`src/rtl/btb_update_pkg.sv`:
```
// Shared types and constants for the 2-way, 8-set BTB: predictor state codes,
// the 2-bit training function and the 64-bit entry field offsets.
package btb_update_pkg;

    typedef enum logic [1:0] {
        StStrongNt = 2'b00,
        StWeakNt   = 2'b01,
        StStrongT  = 2'b10,
        StWeakT    = 2'b11
    } pred_state_e;

    localparam int unsigned NumSets = 8;
    localparam int unsigned IndexW  = 3;
    localparam int unsigned TagW    = 27;
    localparam int unsigned EntryW  = 64;

    localparam int unsigned EntryValid = 63;
    localparam int unsigned EntryTagHi = 62;
    localparam int unsigned EntryTagLo = 36;
    localparam int unsigned EntryTgtHi = 35;
    localparam int unsigned EntryTgtLo = 4;
    localparam int unsigned EntryStHi  = 3;
    localparam int unsigned EntryStLo  = 2;

    localparam logic [31:0] ZERO_32BIT = 32'h0000_0000;

    // Weak states sit between the strong ones, so a single misprediction from a
    // strong state only weakens it.
    function automatic pred_state_e pred_next_state(input pred_state_e cur, input logic taken);
        pred_state_e nxt;
        unique case (cur)
            StStrongNt: nxt = taken ? StWeakNt  : StStrongNt;
            StWeakNt:   nxt = taken ? StWeakT   : StStrongNt;
            StWeakT:    nxt = taken ? StStrongT : StWeakNt;
            StStrongT:  nxt = taken ? StStrongT : StWeakT;
            default:    nxt = StStrongNt;
        endcase
        return nxt;
    endfunction

endpackage

```
`src/rtl/btb_victim_sel.sv`:
```
// Tag compare and allocation victim choice for one BTB set.
// Way index encoding: 0 = way1 (upper half of the set), 1 = way2.
module btb_victim_sel
    import btb_update_pkg::*;
(
    input  logic [2*EntryW-1:0] set_data,
    input  logic                lru_bit,
    input  logic [TagW-1:0]     tag,
    output logic                hit,
    output logic                hit_way,
    output logic                alloc_way
);

    logic [EntryW-1:0] way1;
    logic [EntryW-1:0] way2;
    logic              hit1;
    logic              hit2;
    logic              unused_fields;

    assign way1 = set_data[2*EntryW-1:EntryW];
    assign way2 = set_data[EntryW-1:0];

    assign hit1 = way1[EntryValid] && (way1[EntryTagHi:EntryTagLo] == tag);
    assign hit2 = way2[EntryValid] && (way2[EntryTagHi:EntryTagLo] == tag);

    assign hit     = hit1 || hit2;
    assign hit_way = !hit1;

    // LRU bit names the most recent way, so the victim is its complement.
    always_comb begin
        if (!way1[EntryValid]) begin
            alloc_way = 1'b0;
        end else if (!way2[EntryValid]) begin
            alloc_way = 1'b1;
        end else begin
            alloc_way = !lru_bit;
        end
    end

    assign unused_fields = ^{way1[EntryTgtHi:0], way2[EntryTgtHi:0]};

endmodule

```
`src/rtl/btb_update.sv`:
```
// BTB storage, update read-modify-write and flush sweep.
// Optional BTB_STATS_EN adds saturating allocation / eviction counters.
module btb_update
    import btb_update_pkg::*;
(
    input  logic                clk,
    input  logic                rst,
    input  logic [IndexW-1:0]   read_index,
    input  logic                read_en,
    input  logic                next_LRU_read,
    output logic [2*EntryW-1:0] read_set,
    output logic [NumSets-1:0]  LRU,
    input  logic                update_en,
    input  logic [31:0]         update_pc,
    input  logic                update_taken,
    input  logic [31:0]         update_target,
    input  logic                flush_req,
    output logic                flush_busy
`ifdef BTB_STATS_EN
    ,
    output logic [15:0]         alloc_count,
    output logic [15:0]         evict_count
`endif
);

    typedef enum logic [0:0] {StIdle, StFlush} flush_state_e;

    logic [2*EntryW-1:0] sets_q [NumSets];
    logic [NumSets-1:0]  lru_q;
    flush_state_e        state_q, state_d;
    logic [IndexW-1:0]   cnt_q, cnt_d;
    logic                flushing;

    logic [IndexW-1:0]   upd_index;
    logic [TagW-1:0]     upd_tag;
    logic [2*EntryW-1:0] cur_set;
    logic [2*EntryW-1:0] new_set;
    logic [EntryW-1:0]   hit_entry;
    logic [EntryW-1:0]   new_entry;
    logic                hit, hit_way, alloc_way;
    logic                wr_way;
    logic                upd_write;
    logic                alloc;
    logic                evict;
    logic                unused_pc;

    assign upd_index = update_pc[4:2];
    assign upd_tag   = update_pc[31:5];
    assign cur_set   = sets_q[upd_index];
    assign unused_pc = ^update_pc[1:0];

    btb_victim_sel u_victim_sel (
        .set_data  (cur_set),
        .lru_bit   (lru_q[upd_index]),
        .tag       (upd_tag),
        .hit       (hit),
        .hit_way   (hit_way),
        .alloc_way (alloc_way)
    );

    assign upd_write = update_en && !flushing && (hit || update_taken);
    assign alloc     = upd_write && !hit;
    assign evict     = alloc && cur_set[EntryW + EntryValid] && cur_set[EntryValid];
    assign wr_way    = hit ? hit_way : alloc_way;

    always_comb begin
        hit_entry = hit_way ? cur_set[EntryW-1:0] : cur_set[2*EntryW-1:EntryW];
        if (hit) begin
            new_entry = hit_entry;
            new_entry[EntryStHi:EntryStLo] =
                pred_next_state(pred_state_e'(hit_entry[EntryStHi:EntryStLo]), update_taken);
            if (update_taken) begin
                new_entry[EntryTgtHi:EntryTgtLo] = update_target;
            end
        end else begin
            new_entry = {1'b1, upd_tag, update_target, StWeakT, 2'b00};
        end
        new_set = cur_set;
        if (wr_way) begin
            new_set[EntryW-1:0] = new_entry;
        end else begin
            new_set[2*EntryW-1:EntryW] = new_entry;
        end
    end

    // Flush FSM: state register.
    always_ff @(posedge clk) begin
        if (rst) begin
            state_q <= StIdle;
            cnt_q   <= '0;
        end else begin
            state_q <= state_d;
            cnt_q   <= cnt_d;
        end
    end

    // Flush FSM: next state. A new request restarts the sweep from set 0.
    always_comb begin
        state_d = state_q;
        cnt_d   = cnt_q;
        unique case (state_q)
            StIdle: begin
                if (flush_req) begin
                    state_d = StFlush;
                    cnt_d   = '0;
                end
            end
            StFlush: begin
                if (flush_req) begin
                    cnt_d = '0;
                end else if (cnt_q == IndexW'(NumSets - 1)) begin
                    state_d = StIdle;
                    cnt_d   = '0;
                end else begin
                    cnt_d = cnt_q + 1'b1;
                end
            end
            default: begin
                state_d = StIdle;
                cnt_d   = '0;
            end
        endcase
    end

    // Flush FSM: outputs.
    always_comb begin
        flushing   = (state_q == StFlush);
        flush_busy = flushing;
    end

    // Update LRU write is issued after the read-side commit so it wins on a shared index.
    always_ff @(posedge clk) begin
        if (rst) begin
            for (int i = 0; i < NumSets; i++) begin
                sets_q[i] <= '0;
            end
            lru_q <= '0;
        end else if (flushing) begin
            sets_q[cnt_q][EntryW + EntryValid] <= 1'b0;
            sets_q[cnt_q][EntryValid]          <= 1'b0;
            lru_q[cnt_q]                       <= 1'b0;
        end else begin
            if (read_en) begin
                lru_q[read_index] <= next_LRU_read;
            end
            if (upd_write) begin
                sets_q[upd_index] <= new_set;
                lru_q[upd_index]  <= wr_way;
            end
        end
    end

    assign read_set = flushing ? {4{ZERO_32BIT}} : sets_q[read_index];
    assign LRU      = lru_q;

`ifdef BTB_STATS_EN
    logic [15:0] alloc_cnt_q;
    logic [15:0] evict_cnt_q;

    always_ff @(posedge clk) begin
        if (rst) begin
            alloc_cnt_q <= '0;
            evict_cnt_q <= '0;
        end else begin
            if (alloc && (alloc_cnt_q != 16'hFFFF)) begin
                alloc_cnt_q <= alloc_cnt_q + 16'd1;
            end
            if (evict && (evict_cnt_q != 16'hFFFF)) begin
                evict_cnt_q <= evict_cnt_q + 16'd1;
            end
        end
    end

    assign alloc_count = alloc_cnt_q;
    assign evict_count = evict_cnt_q;
`else
    logic unused_stats;
    assign unused_stats = ^{alloc, evict};
`endif

endmodule
```
`config.mk`:
```
export PLATFORM = sky130hd
export DESIGN_NAME = btb_update
export DESIGN_NICKNAME = d
export VERILOG_FILES = /design/src/rtl/btb_update_pkg.sv /design/src/rtl/btb_victim_sel.sv /design/src/rtl/btb_update.sv
export SDC_FILE = /design/constraint.sdc
export NUM_CORES = 2
export LEC_CHECK = 0
export CELL_PAD_IN_SITES_DETAIL_PLACEMENT = 1
export CELL_PAD_IN_SITES_GLOBAL_PLACEMENT = 2
export CORE_AREA = 2 2 388 390
export CTS_CLUSTER_DIAMETER = 100
export DETAILED_ROUTE_END_ITERATION = 10
export DIE_AREA = 0 0 390 392
export GPL_ROUTABILITY_DRIVEN = 0
export GPL_TIMING_DRIVEN = 1
export PLACE_DENSITY_LB_ADDON = 0.1
export SLEW_MARGIN = 10
export SYNTH_ARGS = -nofsm -noshare
export SYNTH_HDL_FRONTEND = slang
export SYNTH_SLANG_ARGS = --single-unit
```
`constraint.sdc`:
```
create_clock -name clk -period 6.9 [get_ports clk]
set_input_delay 0.69 -clock clk [delete_from_list [all_inputs] [get_ports clk]]
set_output_delay 0.69 -clock clk [all_outputs]
set_load 0.02 [all_outputs]
```
**After elaboration in Yosys (flattened, before gate mapping)**

Memories as Yosys holds them, arrays and structs flattened.
Index checks and enable logic that the tools add are counted.

- Add/subtract/negate cells: 1
- Multipliers: 0
- Divide/modulo/power cells: 0
- Magnitude comparators: 6
- Eq/ne operators: 7
- Shift-type cells: 0
- Muxes and demuxes: 52
- Bitwise logic cells: 3
- Reduce and logical (&&, ||, !) cells: 15

Operators by type and width:

| operator | number |
|---|---|
| 128-bit two-way mux | 3 |
| 64-bit two-way mux | 4 |
| 128-bit OR reduction | 2 |
| 27-bit == test | 2 |
| 8-bit two-way mux | 5 |
| 32-bit two-way mux | 1 |
| 1-bit two-way mux | 21 |
| 8-bit bitwise mux | 2 |
| 3-bit two-way mux | 5 |
| 3-bit by 4-bit < comparator with 1-bit output, second input constant | 3 |
| 1-bit demux with 3-bit select | 3 |
| 3-bit by 1-bit >= comparator with 1-bit output, second input constant | 3 |
| 8-bit AND | 1 |
| 2-bit two-way mux | 4 |
| 8-bit NOT | 1 |
| 2-bit one-hot mux with 4 select lines | 1 |
| 1-bit logical AND | 7 |
| 3-bit one-hot mux with 2 select lines | 1 |
| 2-bit == test, second input constant | 2 |
| 3-bit by 1-bit adder with 3-bit output, second input constant | 1 |
| 1-bit binary-select mux with 3-bit select | 1 |
| 3-bit == test, second input constant | 1 |
| 1-bit zero test | 3 |
| 2-bit by 1-bit == test with 1-bit output, second input constant | 1 |
| other kinds (5) | 6 |

- Register bits after elaboration: 12
- Bits in latches: 0
- RAM bits: 1024
- Bits in read-only memories: 0
- Word-level logic and storage cells: 88
- Memories: 1

Memories:

| name | depth | width | rd ports | clocked after Yosys merged registers in | write ports | RTL line | source |
|---|---|---|---|---|---|---|---|
| sets_q | 8 | 128 | 2 | 0 | 8 | btb_update.sv:28 | `logic [2*EntryW-1:0] sets_q [NumSets];` |

**Depth between registers and ports, before layout**

An unclocked memory read counts as a cell.

- Word-level depth: 12
- Mapped depth: 19
- Mapped depth without buffers: 9

**Modules after synthesis**

Synthesis repeated with hierarchy kept, for this count alone.

- Cells, all modules: 4219
- Area, all modules: 55333.1 µm²

Modules (own cells, without submodules):

| module | instances | cells an instance | area an instance (µm²) | sequential area each (µm²) |
|---|---|---|---|---|
| btb_update | 1 | 4144 | 54727.5 | 30989.7 |
| btb_victim_sel | 1 | 75 | 605.6 | 0.0 |

**Least setup slack after synthesis**

OpenSTA, ideal clock, no wires.

- Path kind: input to register
- Start: input port update_pc[2]
- End: memory sets_q[7][0] in the netlist's numbering (enable)
- Setup time: 0.507 ns
- Data arrival time: 6.716 ns
- Path slack: -0.324 ns
- Stages on the path: 17
- Cells stage by stage: buf_6 buf_6 buf_6 buf_6 buf_6 buf_2 mux2_2 a222oi_1 o21ai_1 xor2_1 nor4_4 nand4_4 a31oi_4 buf_4 nand2_2 buf_2 nand2b_1

RTL lines:

| element | RTL line | source |
|---|---|---|
| start: declaration | btb_update.sv:14 | `input logic [31:0] update_pc,` |
| end: declaration | btb_update.sv:28 |  |

==> results.md <==
- First-pass GRT wire length: 347000 um
- Synth Flop Type: edfxtp_1
- Post-synthesis register bit count: 1036
- Period utilisation layout: 81.0%
- Post-synth cell types: 80
- Total gr overflow: 0
- Outcome: completed
- Synthesis-to-layout area growth: 15.4%
- Fill cell count: 15649
- Final setup fails: 0
- FF/Latch Area: 31000 um^2
- Core ar.: 149000 um^2
- CTS tree: yes
- P_leak: 22.3 nW
- Final non-filler cell total: 7034
- DP Area: 61100 um^2
- Setup TNS: 0 ns
- HPWL Detailed: 134000 um
- Maxcap violations: 0
- Total power: 16.2 mW
- # hold bufs at CTS: 0
- Crit path max fanout: 35
- Placement row count: 142
- EDFF count, synth: 1024
- Worst-Margin Slew: 1.29 ns
- Initial drt markers: 4560
- Reg clk slew, reported paths: 0.06 ns
- Syn Inst Count: 4957
- Peak VDD IR: 171 uV
- Clock buffer depth: 3
- Die Span Y: 392 um
- Power density over the cells: 250 nW/um^2
- Unrepaired setup endpoints after global routing: false
- CTS Root Cell: clkbuf_16
- Vias: 46155
- DR WL/cell: 34.9 um
- Mapped Area: 56300 um^2
- Routed wire length: 245000 um
- Final #Nets: 5058
- Worst reg2reg path depth: 10
- Hold Vio Cnt, Final: 0
- CTS H-tree lvls: 3
- Kind of critical path: in2reg
- Placed cells: 6804
- Worst-skew pair later-pin latency: 0.74 ns
- Register area share after synthesis: 55.1%
- Reg2Reg Setup Slack: 1.72 ns
- Fin. max-slew vios: 0
- R2r endpoint: sets_q[7][31]
- Drt via density: 6.56
- CP Capture Point: sets_q[7][31]
- Sink Count: 1036
- Post-Route Skew: 0.0256 ns
- Share of post-route cells with drive strength above 1: 17.8%
- DRT Pass-1 Iters: 6
- Critical Path RT: 7.47 ns
- Critical path arrival: 6.15 ns
- Gr usage total: 31.3%
- Starting Density: 37.8%
- Inserted Clock Buffers: 120
- Multi-input gate area: 23500 um^2
- Final Critical Period: 5.59 ns
- Syn nets: 5033
- R2R Path Start: sets_q[7][42]
- Post-synth ARST share: 0%
- I/O Pins: 211
- Port Buf Inserts: 208
- Critical Path Sink Type: register
- Post-CTS Resized: 0
- Origin of the worst setup path: update_pc[4]
- Post-route DRC violation count: 0
- ANT nets after route: 0
- FMAX: 0.179 GHz
- Min-delay worst type: reg2reg
- Antenna violations before repair: 12
- Vias in the first global route: 46873
- Syn Area/Cell: 11.4 um^2
- Post-CTS setup buffers: 0
- Tightest hold margin: 0.523 ns
- CP startpoint kind: input pin
- Die X-Extent: 390 um
- Largest net degree at the start of global routing: 241
- Yosys warning total: 0
- Die footprint: 153000 um^2
- Max_slew headroom: 13.7%
- Final non-filler cell area: 65000 um^2
## area by class of cell
cell class                      instances  share of cell area [%]
Sequential cell                      1036                    47.7
Tap cell                             1944                    3.74
Timing Repair Buffer                  379                    6.31
Clock buffer                          150                    4.89
Antenna cell                            7                  0.0270
Multi-Input combinational cell       3427                    36.2
Inverter                               18                   0.104
Clock inverter                         73                    1.06
## cells by family (layout without fill, tap and decap cells)
family | after synthesis | after routing | share of synthesized area (%)
buffers and inverters | 494 | 620 | 3.65
multiplexers | 720 | 720 | 14.9
adder cells (fa/ha/maj) | 2 | 2 | 0.0445
XOR/XNOR | 24 | 24 | 0.373
AO/OA/AOI/OAI | 1404 | 1404 | 15.3
flip-flops | 1036 | 1036 | 55.1
AND/OR/NAND/NOR | 1277 | 1277 | 10.7
other | 0 | 7 | 0
## cells in the mapped netlist, drive strengths merged (46+ instances only)
library cell | n | share of area (%)
edfxtp | 1024 | 55
nor2 | 580 | 3.9
a21oi | 564 | 5.0
nor3 | 447 | 4.1
mux2 | 406 | 8.1
o22ai | 337 | 3.7
clkbuf | 322 | 2.1
a22oi | 270 | 3.6
mux2i | 268 | 4.9
buf | 154 | 1.4
o21ai | 101 | 0.90
nand3 | 76 | 0.92
nand2 | 52 | 0.35
mux4 | 46 | 1.8
## routing by layer
layer | global-route usage, % | part of all wire (%)
met1 | 44.4 | 44
met3 | 4.60 | 7.6
met4 | 8.83 | 2.6
met2 | 49.6 | 46
met5 | 0 | 0.011
## cells in the final DEF, fill, tap and decap left out, types with 34 or more instances in the layout
cell	synthesis	routed
edfxtp_1	1024	1024
nor2_1	580	577
a21oi_1	563	563
nor3_1	436	436
mux2_2	405	405
o22ai_1	337	337
a22oi_1	270	270
mux2i_1	252	251
clkdlybuf4s50_1	0	202
clkbuf_16	0	123
buf_4	12	115
o21ai_1	66	66
buf_12	0	57
mux4_2	46	46
nand3_1	48	46
nand2_1	51	35
o21ai_0	34	34
## worst min path at each step
stage | startpoint | end | slack [ns] | depth (start not counted)
2_1_floorplan | LRU[3] | LRU[3] | 0.56 | 2
3_3_place_gp | LRU[7] | LRU[7] | 0.52 | 2
3_5_place_dp | LRU[7] | LRU[7] | 0.53 | 2
4_1_cts | LRU[7] | LRU[7] | 0.54 | 2
5_1_grt | LRU[3] | LRU[3] | 0.57 | 2
6_report | LRU[7] | LRU[7] | 0.52 | 2
## report_power, final
part           leakage (nW)  internal (mW)  total (mW)  switching, mW
clock network          1.89           3.72        6.45           2.73
logic                  9.69          0.804        2.51           1.71
registers              10.7           7.15        7.28          0.137
total                  22.3           11.7        16.2           4.57
## critical path: stages
cell      delay, ns
buf_4          0.48
nand2b_2       0.53
buf_4          0.31
o22ai_1        0.16
o21a_1         0.22
nor4b_1        0.73
nand4_1        0.30
or4_1          0.81
mux2i_4        0.98
o221ai_1       0.57
a21oi_1        0.31
## metrics by stage
step | worst slack, ns | utilization (%)
global placement | 0.751 | 41.0
floorplan | 1.10 | -
detailed placement | 0.665 | 41.0
finish | 1.31 | 43.6
global route | 1.08 | 43.6
CTS | 1.44 | 43.6
## sequential cells by signal (all words and copies together), names as in the netlist
name / flops
cnt_q: 3
LRU: 8
sets_q: 1024
flush_busy: 1
Note: power is estimated with default switching activity, not from simulation.
